`src/rtl/mseq_pkg.sv`:
```
// Shared types and constants for the M-sequence word generator.
// Tap masks use bit i for lfsr[i], so x^n + x^k + 1 sets bits n-1 and k-1.
package mseq_pkg;

    typedef enum logic [0:0] {RUN, FAULT} mseq_state_e;

    localparam logic [3:0]  P4  = 4'hC;
    localparam logic [4:0]  P5  = 5'h14;
    localparam logic [5:0]  P6  = 6'h30;
    localparam logic [6:0]  P7  = 7'h60;
    localparam logic [7:0]  P8  = 8'hB8;
    localparam logic [8:0]  P9  = 9'h110;
    localparam logic [9:0]  P10 = 10'h240;
    localparam logic [10:0] P11 = 11'h500;
    localparam logic [11:0] P12 = 12'h829;
    localparam logic [12:0] P13 = 13'h100D;
    localparam logic [13:0] P14 = 14'h2015;
    localparam logic [14:0] P15 = 15'h6000;
    localparam logic [15:0] P16 = 16'hD008;
    localparam logic [16:0] P17 = 17'h12000;
    localparam logic [17:0] P18 = 18'h20400;
    localparam logic [18:0] P19 = 19'h40023;
    localparam logic [19:0] P20 = 20'h90000;
    localparam logic [20:0] P21 = 21'h140000;
    localparam logic [21:0] P22 = 22'h300000;
    localparam logic [22:0] P23 = 23'h420000;
    localparam logic [23:0] P24 = 24'hE10000;
    localparam logic [24:0] P25 = 25'h1200000;
    localparam logic [25:0] P26 = 26'h2000023;
    localparam logic [26:0] P27 = 27'h4000013;
    localparam logic [27:0] P28 = 28'h9000000;
    localparam logic [28:0] P29 = 29'h14000000;
    localparam logic [29:0] P30 = 30'h20000029;
    localparam logic [30:0] P31 = 31'h48000000;
    localparam logic [31:0] P32 = 32'h80200003;

    // One spare bit so the saturating step counter can exceed any real period.
    function automatic int unsigned period_cnt_width(input int unsigned order);
        return order + 1;
    endfunction

endpackage

```
`src/rtl/mseq_lfsr_core.sv`:
```
// Fibonacci LFSR with run-time tap mask and seed; reports its output bit and
// whether the next state returns to the loaded seed.
module mseq_lfsr_core
    import mseq_pkg::*;
#(
    parameter int unsigned      ORDER = 7,
    parameter logic [ORDER-1:0] POLY  = P7,
    parameter logic [ORDER-1:0] SEED  = 7'h01
) (
    input  logic             clk,
    input  logic             rst_n,
    input  logic             step,
    input  logic             load,
    input  logic [ORDER-1:0] cfg_poly,
    input  logic [ORDER-1:0] cfg_seed,
    output logic             out_bit,
    output logic             next_match
);

    if (ORDER < 2 || ORDER > 32) begin : g_bad_order
        $error("mseq_lfsr_core: ORDER must be in 2..32");
    end
    if (SEED == '0) begin : g_bad_seed
        $error("mseq_lfsr_core: SEED must be nonzero");
    end

    logic [ORDER-1:0] lfsr_q, poly_q, seed_q, lfsr_next;

    assign lfsr_next  = {lfsr_q[ORDER-2:0], ^(lfsr_q & poly_q)};
    assign out_bit    = lfsr_q[ORDER-1];
    assign next_match = (lfsr_next == seed_q);

    always_ff @(posedge clk or negedge rst_n) begin
        if (!rst_n) begin
            lfsr_q <= SEED;
            poly_q <= POLY;
            seed_q <= SEED;
        end else if (load) begin
            lfsr_q <= cfg_seed;
            poly_q <= cfg_poly;
            seed_q <= cfg_seed;
        end else if (step) begin
            lfsr_q <= lfsr_next;
        end
    end

endmodule

```
`src/rtl/mseq_word_gen.sv`:
```
// M-sequence generator: packs LFSR bits MSB-first into words behind a
// valid/ready handshake, tracks the sequence period and flags a zero seed.
module mseq_word_gen
    import mseq_pkg::*;
#(
    parameter int unsigned      ORDER      = 7,
    parameter int unsigned      DATA_WIDTH = 64,
    parameter logic [ORDER-1:0] POLY       = P7,
    parameter logic [ORDER-1:0] SEED       = 7'h01
) (
    input  logic                  clk,
    input  logic                  rst_n,
    input  logic                  calcu_ctrl,
    input  logic                  cfg_load,
    input  logic [ORDER-1:0]      cfg_poly,
    input  logic [ORDER-1:0]      cfg_seed,
    output logic [DATA_WIDTH-1:0] out_data,
    output logic                  out_valid,
    input  logic                  out_ready,
    output logic                  period_wrap,
    output logic [ORDER:0]        period_len,
    output logic                  lock_err
);

    localparam int unsigned    CntW    = period_cnt_width(ORDER);
    localparam int unsigned    BitW    = (DATA_WIDTH > 1) ? $clog2(DATA_WIDTH) : 1;
    localparam logic [BitW-1:0] LastBit = BitW'(DATA_WIDTH - 1);
    localparam logic [CntW-1:0] CntMax  = '1;

    mseq_state_e           state_q;
    logic [DATA_WIDTH-1:0] word_q, word_shift;
    logic [BitW-1:0]       bit_cnt_q;
    logic [CntW-1:0]       step_cnt_q;
    logic                  out_bit, next_match, last_bit, stall, step_en;

    assign last_bit = (bit_cnt_q == LastBit);
    // Only the word-completing step can overwrite an unaccepted word, so only it stalls.
    assign stall    = last_bit && out_valid && !out_ready;
    assign step_en  = calcu_ctrl && (state_q == RUN) && !stall && !cfg_load;

    if (DATA_WIDTH == 1) begin : g_word_1
        assign word_shift = out_bit;
    end else begin : g_word_n
        assign word_shift = {word_q[DATA_WIDTH-2:0], out_bit};
    end

    mseq_lfsr_core #(
        .ORDER (ORDER),
        .POLY  (POLY),
        .SEED  (SEED)
    ) u_core (
        .clk        (clk),
        .rst_n      (rst_n),
        .step       (step_en),
        .load       (cfg_load),
        .cfg_poly   (cfg_poly),
        .cfg_seed   (cfg_seed),
        .out_bit    (out_bit),
        .next_match (next_match)
    );

    always_ff @(posedge clk or negedge rst_n) begin
        if (!rst_n) begin
            state_q     <= RUN;
            word_q      <= '0;
            bit_cnt_q   <= '0;
            step_cnt_q  <= '0;
            out_data    <= '0;
            out_valid   <= 1'b0;
            period_wrap <= 1'b0;
            period_len  <= '0;
            lock_err    <= 1'b0;
        end else begin
            period_wrap <= 1'b0;
            if (cfg_load) begin
                state_q    <= (cfg_seed == '0) ? FAULT : RUN;
                lock_err   <= (cfg_seed == '0);
                word_q     <= '0;
                bit_cnt_q  <= '0;
                step_cnt_q <= '0;
                out_valid  <= 1'b0;
            end else begin
                if (out_valid && out_ready) begin
                    out_valid <= 1'b0;
                end
                if (step_en) begin
                    word_q <= word_shift;
                    if (last_bit) begin
                        out_data  <= word_shift;
                        out_valid <= 1'b1;
                        bit_cnt_q <= '0;
                    end else begin
                        bit_cnt_q <= bit_cnt_q + BitW'(1);
                    end
                    if (next_match) begin
                        period_wrap <= 1'b1;
                        period_len  <= step_cnt_q + CntW'(1);
                        step_cnt_q  <= '0;
                    end else if (step_cnt_q != CntMax) begin
                        step_cnt_q <= step_cnt_q + CntW'(1);
                    end
                end
            end
        end
    end

endmodule

```
`config.mk`:
```
export PLATFORM = sky130hd
export DESIGN_NAME = mseq_word_gen
export DESIGN_NICKNAME = d
export VERILOG_FILES = /design/src/rtl/mseq_pkg.sv /design/src/rtl/mseq_lfsr_core.sv /design/src/rtl/mseq_word_gen.sv
export SDC_FILE = /design/constraint.sdc
export NUM_CORES = 1
export LEC_CHECK = 0
export CORE_ASPECT_RATIO = 1.4
export CORE_MARGIN = 8
export CORE_UTILIZATION = 40
export CTS_BUF_LIST = sky130_fd_sc_hd__clkbuf_4
export DETAILED_ROUTE_END_ITERATION = 10
export GPL_TIMING_DRIVEN = 1
export HOLD_SLACK_MARGIN = 0.12
export SLEW_MARGIN = 20
export SYNTH_ARGS = -nofsm -noshare
export SYNTH_HDL_FRONTEND = slang
export SYNTH_SLANG_ARGS = --single-unit
```
`constraint.sdc`:
```
create_clock -name clk -period 2.25 [get_ports clk]
set_input_delay 0.225 -clock clk [delete_from_list [all_inputs] [get_ports clk]]
set_output_delay 0.225 -clock clk [all_outputs]
set_load 0.005 [all_outputs]
```
# ---- Word-level counts from Yosys, hierarchy flattened
# Index checks and enable logic that the tools add are counted.
dict set report op_classes {
  n_bitwise 3
  n_reduce_logical 16
  muxes 19
  n_eq_ne 3
  addsub 2
}
# cell n
set op_table {}
lappend op_table {{63-bit two-way mux} 2}
lappend op_table {{8-bit two-way mux} 4}
lappend op_table {{6-bit two-way mux} 3}
lappend op_table {{7-bit two-way mux} 2}
lappend op_table {{8-bit by 1-bit adder with 8-bit output (second input constant)} 1}
lappend op_table {{1-bit two-way mux} 8}
lappend op_table {{8-bit inequality test (second input constant)} 1}
lappend op_table {{7-bit bitwise AND} 1}
lappend op_table {{7-bit equality test} 1}
lappend op_table {{7-bit zero test} 1}
lappend op_table {{7-bit parity} 1}
lappend op_table {{6-bit by 1-bit adder with 6-bit output (second input constant)} 1}
lappend op_table {{6-bit equality test (second input constant)} 1}
lappend op_table {{1-bit logical AND} 6}
lappend op_table {{3-bit AND reduction} 2}
lappend op_table {{1-bit zero test} 3}
lappend op_table {{3-bit nonzero test} 1}
lappend op_table {{1-bit inverter} 2}
lappend op_table {{2-bit AND reduction} 1}
lappend op_table {{2-bit nonzero test} 1}
dict set report totals {
  register_bits 174
  inputBits 19
  word_cells 55
  output_inout_bits 75
}

# ---- Longest topological paths before layout
# Gate-level depths: netlist (run 1).
dict set report logic_depth {
  depth_word 8
  ltp_mapped 8
  mapped_depth_nobuf 7
}

# ---- By module
# A second synthesis (run 1) with hierarchy kept.
dict set report unflattened {
  hier_cells 501
  hier_area_um2 7115.6
}
# module n_inst seq_area_each_um2 area_per_inst_um2 cells_each
set by_module_without_submodules {}
lappend by_module_without_submodules {mseq_word_gen 1 3803.6 6120.9 410}
lappend by_module_without_submodules {mseq_lfsr_core 1 530.5 994.7 91}

# ---- Worst setup path after synthesis (run 1)
# No wires, ideal clock.
dict set report synth_path {
  path_kind {reg-to-reg}
  start {reg bit_cnt_q[0]}
  end {reg out_data[0]}
  setup_slack_ns 0.135
  synth_period_minus_slack_ns 2.115
  path_stages_with_launch 9
  required_time_ns 2.125
  path_buffers 1
  setup_time_ns 0.125
  arrival_time_ns 1.990
  cell_sequence {dfrtp_1 > ha_1 > and3_1 > nand3_1 > o21ai_1 > nor2_1 > nand2_2 > buf_2 > mux2_2}
}
dict set report synth_between {
  elab_chain_len 7
}
# item line_no
set synth_rtl {}
lappend synth_rtl {{from (decl)} mseq_word_gen.sv:32} ;# logic [BitW-1:0] bit_cnt_q;
lappend synth_rtl {{from (signal assigned)} mseq_word_gen.sv:93} ;# bit_cnt_q <= bit_cnt_q + BitW'(1);
lappend synth_rtl {{6-bit equality test (*)} mseq_word_gen.sv:36} ;# assign last_bit = (bit_cnt_q == LastBit);
lappend synth_rtl {{1-bit logical AND (2 in series)} mseq_word_gen.sv:38} ;# assign stall = last_bit && out_valid && !out_ready;
lappend synth_rtl {{1-bit zero test} mseq_word_gen.sv:39} ;# assign step_en = calcu_ctrl && (state_q == RUN) && !stall && !cfg_load;
lappend synth_rtl {{1-bit logical AND (2 in series)} mseq_word_gen.sv:39}
lappend synth_rtl {{3-bit AND reduction (no source line) (*)} n/a}
lappend synth_rtl {{to (signal assigned)} mseq_word_gen.sv:89} ;# out_data <= word_shift;
lappend synth_rtl {{to (decl)} mseq_word_gen.sv:17} ;# output logic [DATA_WIDTH-1:0] out_data,
# Mark *: on every way between the ends. The rest lies on a longest branch, timed or not.
# A chain may end at the register's enable or synchronous reset.

# ---- Worst setup path after layout (run 1)
dict set report layout_path {
  start {reg u_core.lfsr_q[0]}
  end {reg period_len[7]}
}
dict set report layout_between {
  elab_chain_len 4
}
# item line_no
set layout_rtl {}
lappend layout_rtl {{from (decl)} mseq_lfsr_core.sv:27} ;# logic [ORDER-1:0] lfsr_q, poly_q, seed_q, lfsr_next;
lappend layout_rtl {{from (signal assigned)} mseq_lfsr_core.sv:39} ;# lfsr_q <= cfg_seed;
lappend layout_rtl {{from (signal assigned)} mseq_lfsr_core.sv:43} ;# lfsr_q <= lfsr_next;
lappend layout_rtl {{7-bit bitwise AND} mseq_lfsr_core.sv:29} ;# assign lfsr_next = {lfsr_q[ORDER-2:0], ^(lfsr_q & poly_q)};
lappend layout_rtl {{7-bit parity} mseq_lfsr_core.sv:29}
lappend layout_rtl {{7-bit equality test (*)} mseq_lfsr_core.sv:31} ;# assign next_match = (lfsr_next == seed_q);
lappend layout_rtl {{3-bit AND reduction (no source line) (*)} n/a}
lappend layout_rtl {{to (signal assigned)} mseq_word_gen.sv:97} ;# period_len <= step_cnt_q + CntW'(1);
lappend layout_rtl {{to (decl)} mseq_word_gen.sv:21} ;# output logic [ORDER:0] period_len,
# Marked as above.

==> flow_summary.json, run 1 <==
{
  "worstSetupPathType": "reg -> reg",
  "avgViaCountPerCell": 4.98,
  "finalWirelength_um": 14900,
  "die_x_um": 128,
  "synth.area.top_cells": "dfrtp_1, mux2_2, nand2_1",
  "dp_slack_ns": -0.0137,
  "required_ns": 2.69,
  "setup_viol": 0,
  "cp.arrival_ns": 2.58,
  "hpwl_um": 9890,
  "report.final.slew_viol_count": 0,
  "insertion_delay_ns": 0.54,
  "grtUsageTotal": 0.139,
  "mostFrequentLayoutCell": "dfrtp_1",
  "final_core_util": 0.504,
  "grt.overflow.total": 0,
  "fmax_mhz": 466,
  "rr_worst_depth": 6,
  "outcome": "completed",
  "syn_area_um2": 7050,
  "fp.dieArea_um2": 22200,
  "rrSetupSlack_ns": 0.10,
  "grt_start_max_net_pins": 71,
  "placement.io_buffers": 93,
  "reg2reg_to": "period_len[7]",
  "max-vdd-ir-drop_mv": 0.301,
  "start_kind": "flip-flop",
  "fin_crit_sh": 0.954,
  "syn_inst": 619,
  "core_region_area_um2": 17300,
  "grt_pass1_wl_um": 24900,
  "io_pins": 94,
  "clk_pin_slew_worst_paths_ns": 0.13,
  "place.gp.congestion": 0.840,
  "synth.distinct_cells": 40,
  "final_nets": 737,
  "start_util": 0.407,
  "antenna_found_initial": 1,
  "drive_gt1_frac": 0.193,
  "cts_buffers": 17,
  "ys_async_sr_fraction": 1.00,
  "synth_top_area_frac": 0.600,
  "cts_tree": "yes",
  "cts_root_buf": "clkbuf_4",
  "area_growth_pct": 23.9,
  "p_leak_uw": 0.00403,
  "tightest_slew_ns": 0.556,
  "synth_flop_cell": "dfrtp_1",
  "drv_cap": 0,
  "vias": 4791,
  "finalHoldViolations": 0,
  "placed_area_um2": 8350,
  "yosys.area.top_type": "dfrtp_1",
  "drc_errors": 0,
  "rsz0062_at_grt": "false",
  "synth_edf_count": 0,
  "crit_path_max_fanout": 9,
  "syn_nets": 640,
  "drtIter0Drc": 260,
  "die_h_um": 173,
  "mostFrequentLayoutCells": "dfrtp_1, nand2_1, clkdlybuf4s50_1",
  "setup_ws_ns": 0.103,
  "clock_sinks": 173,
  "fin_skew_ns": 0.0107,
  "grt_pass1_vias": 5013,
  "cts_buffer_depth": 2,
  "avgSynthCellArea_um2": 11.4,
  "synth-seq-area-share": 0.615,
  "ys_seq_elements": 173,
  "dr.pass1.iters": 4,
  "yosys_warnings": 0,
  "ant_nets": 0,
  "htree_levels": 4,
  "powerDensity_nw_per_um2": 629,
  "fin_area_um2": 8740,
  "min_path_type": "in -> async",
  "row_count": 57,
  "wl_per_cell_um": 15.5,
  "end_kind": "flip-flop",
  "maxSlewHeadroom": 0.629,
  "r2r_start": "u_core.lfsr_q[0]",
  "period_minus_slack_ns": 2.15
}
## stage by stage
stage	hold slack (ns)	setup TNS, ns	power [uW]	cells
2_1_floorplan	-0.0706	0	3480	619
3_3_place_gp	0.222	0	3680	929
3_5_place_dp	0.222	-0.0137	3690	929
4_1_cts	0.159	0	5570	960
5_1_grt	0.158	0	5770	963
6_report	0.187	0	5490	963
## worst max-delay path: stages (launching register included)
cell and delay, ns:
dfstp_2 0.55, nand2_1 0.07, xnor3_1 0.34, xnor3_2 0.29
mux2i_4 0.34, nand2_4 0.14, mux2_4 0.31
## worst max path at each step
stage / from / end / slack, ns / depth (start not counted)
floorplan: bit_cnt_q[0] / out_data[0] / 0.13 / 8
global placement: u_core.poly_q[5] / step_cnt_q[5] / 0.08 / 6
detailed placement: u_core.poly_q[5] / step_cnt_q[5] / -0.01 / 6
CTS: u_core.poly_q[5] / step_cnt_q[1] / 0.01 / 6
global route: bit_cnt_q[0] / out_data[24] / 0.01 / 8
finish: u_core.lfsr_q[0] / period_len[7] / 0.10 / 6
## final cells by class
| class | count | area [um^2] |
|---|---|---|
| diodes | 1 | 2.50 |
| well taps | 236 | 295 |
| repair buffers | 112 | 1180 |
| inverters | 10 | 37.5 |
| fillers | 1590 | 8590 |
| clock buffers | 19 | 143 |
| flip-flops and latches | 173 | 4330 |
| clock inverters | 10 | 149 |
| multi-input cells | 402 | 2590 |
## routing by layer
metal,vias to the layer above,share of wire,track usage
met5,-,0,0
met4,0,0.013,0.0487
met3,11,0.045,0.0400
met2,92,0.53,0.243
met1,2415,0.41,0.156
li1,2273,-,-
## power by group
group / switching [uW] / internal [uW]
clock: 970 / 875
sequential: 46.8 / 3170
combinational: 245 / 187
total: 1260 / 4230
## Yosys cell counts (all sizes together), types with 7 or more instances
library cell,n
inv,10
and3,7
nor2,9
nand2,155
xor2,14
mux2i,8
buf,10
o21ai,15
a21oi,73
clkbuf,24
mux2,79
dfrtp,169
## cells by family after synthesis
kind of cell,Yosys count,share of synthesized area
fa+ha+maj,2,0.00355
mux,87,0.139
buf+inv,44,0.0249
simple gates,195,0.115
compound gates,100,0.0765
flops,173,0.615
xor+xnor,18,0.0264
## sequential cells by signal, indices dropped and copies added (netlist names)
signal	flops
bit_cnt_q	6
u_core.seed_q	7
out_data	64
lock_err	1
u_core.poly_q	7
period_wrap	1
word_q	63
out_valid	1
u_core.lfsr_q	7
step_cnt_q	8
period_len	8
## what timing repair did
action / in CTS / in global routing
cloned: 0 / 1
hold buffers: 2 / 0
pin swaps: 0 / 3
hold endpoints to repair: 184 / 0
buffers inserted: 0 / 1
setup endpoints to repair: 2 / 15
resized for setup: 3 / 6
Power figures use the tool's default switching activity.
==> run 2, diff against run 1 <==
--- a/config.mk
+++ b/config.mk
@@ -12,6 +12,7 @@
 export DETAILED_ROUTE_END_ITERATION = 10
 export GPL_TIMING_DRIVEN = 1
 export HOLD_SLACK_MARGIN = 0.12
+export MAX_ROUTING_LAYER = met4
 export SLEW_MARGIN = 20
 export SYNTH_ARGS = -nofsm -noshare
 export SYNTH_HDL_FRONTEND = slang
==> constraint.sdc (replaced) <==
create_clock -name clk -period 1.7 [get_ports clk]
set_input_delay 0.17 -clock clk [delete_from_list [all_inputs] [get_ports clk]]
set_output_delay 0.17 -clock clk [all_outputs]
set_load 0.005 [all_outputs]
==> run 2 against run 1 <==
The run now ends with negative setup slack left. Fmax rose by 2.6%. Flip-flop and latch count did not move. Clock-buffer cell count did not move. Critical path depth did not move. Global-route usage rose by 3.2 points. First-iteration DRC count did not move. Highest routed layer unchanged.
==> flow_summary.json, run 2 (synthesis gave the netlist of run 1 again) <==
{
  "rsz0062_at_grt": "true",
  "avgViaCountPerCell": 5.04,
  "wl_per_cell_um": 17.9,
  "outcome": "finished with violations",
  "drc_errors": 0,
  "row_count": 57,
  "grtUsageTotal": 0.171,
  "die_h_um": 173,
  "hpwl_um": 10700,
  "drtIter0Drc": 260,
  "ant_nets": 0,
  "powerDensity_nw_per_um2": 701,
  "cts_root_buf": "clkbuf_4",
  "mostFrequentLayoutCells": "dfrtp_1, nand2_1, nand2_4, buf_4",
  "tns_ns": -27.56,
  "multi_input_area_um2": 3720,
  "antenna_found_initial": 1,
  "fp.dieArea_um2": 22200,
  "end_kind": "flip-flop",
  "drv_cap": 0,
  "required_ns": 2.14,
  "grt_start_max_net_pins": 52,
  "placement.io_buffers": 93,
  "violations": "negative setup slack",
  "fmax_mhz": 478,
  "setup_ws_ns": -0.392,
  "cts_buffer_depth": 2,
  "finalWirelength_um": 19100,
  "grt_pass1_wl_um": 29200,
  "start_kind": "flip-flop",
  "start_util": 0.407,
  "htree_levels": 4,
  "fillerInstances": 1262,
  "worstSetupPathType": "reg -> reg",
  "fin_area_um2": 11200,
  "cp.arrival_ns": 2.53,
  "drive_gt1_frac": 0.486,
  "crit_path_max_fanout": 9,
  "largest_register": "out_data",
  "maxSlewHeadroom": 0.471,
  "io_pins": 94,
  "min_path_type": "in -> reg",
  "tightest_slew_ns": 0.794,
  "fin_skew_ns": 0.0242,
  "final_nets": 838,
  "setup_viol": 155,
  "grt.overflow.total": 0,
  "place.gp.congestion": 0.793,
  "cts_buffers": 17,
  "die_x_um": 128,
  "mostFrequentLayoutCell": "dfrtp_1",
  "finalHoldViolations": 0,
  "vias": 5383,
  "clock_sinks": 173,
  "cts_tree": "yes",
  "report.final.slew_viol_count": 0,
  "period_minus_slack_ns": 2.09,
  "reg_top3": "out_data x64, word_q x63",
  "max-vdd-ir-drop_mv": 0.411,
  "area_growth_pct": 59.2,
  "clk_pin_slew_worst_paths_ns": 0.14,
  "dr.pass1.iters": 4,
  "grt_pass1_vias": 5566,
  "core_region_area_um2": 17300,
  "placed_area_um2": 8870,
  "insertion_delay_ns": 0.56,
  "fin_crit_sh": 1.23,
  "largest_reg_flops": 64,
  "p_leak_uw": 0.00596,
  "regArea_um2": 4330
}
-- run 2: changes by cell type in the layout (fill, tap and decap cells not counted), sizes merged --
| cell | previous run | this run |
|---|---|---|
| dlygate4sd2 | 0 | 12 |
| clkinvlp | 0 | 1 |
| inv | 10 | 13 |
| dlygate4sd3 | 2 | 3 |
| clkinv | 6 | 5 |
| clkbuf | 20 | 24 |
| buf | 18 | 114 |
| dlymetal6s2s | 0 | 14 |
| clkdlybuf4s50 | 91 | 65 |
-- run 2: area by class of cell --
| type | count | area share |
|---|---|---|
| timing repair buffer | 213 | 0.223 |
| antenna | 1 | 0.000223 |
| inverter | 10 | 0.00335 |
| clock buffer | 19 | 0.0127 |
| sequential | 173 | 0.386 |
| clock inverter | 13 | 0.0168 |
| multi-input combinational | 402 | 0.331 |
| tap | 236 | 0.0263 |
-- run 2: worst max-delay path, cell delays in order (launching register included) --
cell	delay, ns
dfstp_2	0.56
nand2_2	0.05
xnor3_1	0.33
xnor3_2	0.28
mux2i_4	0.32
nand2_4	0.14
mux2_4	0.31
-- run 2: metal layers --
metal	GRT usage	wire [um]	vias to the layer above
met5	-	0	-
li1	-	-	2501
met3	0.0336	686	19
met4	0.0487	225	0
met1	0.196	7820	2744
met2	0.293	10300	119
-- run 2: repair_timing --
| action | CTS | global route |
|---|---|---|
| hold buffers | 3 | 0 |
| endpoints found under the setup margin | 165 | 192 |
| endpoints found under the hold margin | 181 | 0 |
| pin swaps | 67 | 75 |
| buffers inserted | 24 | 36 |
| cloned | 17 | 7 |
| gates resized for setup | 164 | 153 |
-- run 2: through the flow --
step | utilization | hold slack [ns] | setup slack (ns) | total power [uW] | cells
after floorplan | - | -0.126 | -0.372 | 4620 | 619
after global routing | 0.647 | 0.186 | -0.465 | 8200 | 1067
after CTS | 0.601 | 0.160 | -0.425 | 7830 | 1031
after detailed placement | 0.512 | 0.176 | -0.568 | 4930 | 956
final | 0.647 | 0.210 | -0.392 | 7870 | 1067
after global placement | 0.512 | 0.165 | -0.494 | 4920 | 956
-- run 2: power breakdown --
part | internal, uW | total [uW] | switching [uW]
Clock | 1220 | 2680 | 1470
Combinational | 460 | 938 | 478
Sequential | 4200 | 4250 | 51.8
-- run 2: final timing paths --
check / from / endpoint / slack [ns] / cells past startpoint
worst max register to register: u_core.lfsr_q[0] / period_len[7] / -0.39 / 6
worst min register to register: word_q[62] / out_data[63] / 0.52 / 1
max in group asynchronous: rst_n / word_q[62] / 0.32 / 4
worst max-delay path: u_core.lfsr_q[0] / period_len[7] / -0.39 / 6
min in group asynchronous: rst_n / step_cnt_q[7] / 0.67 / 3
worst min-delay path: cfg_seed[3] / u_core.lfsr_q[3] / 0.21 / 3
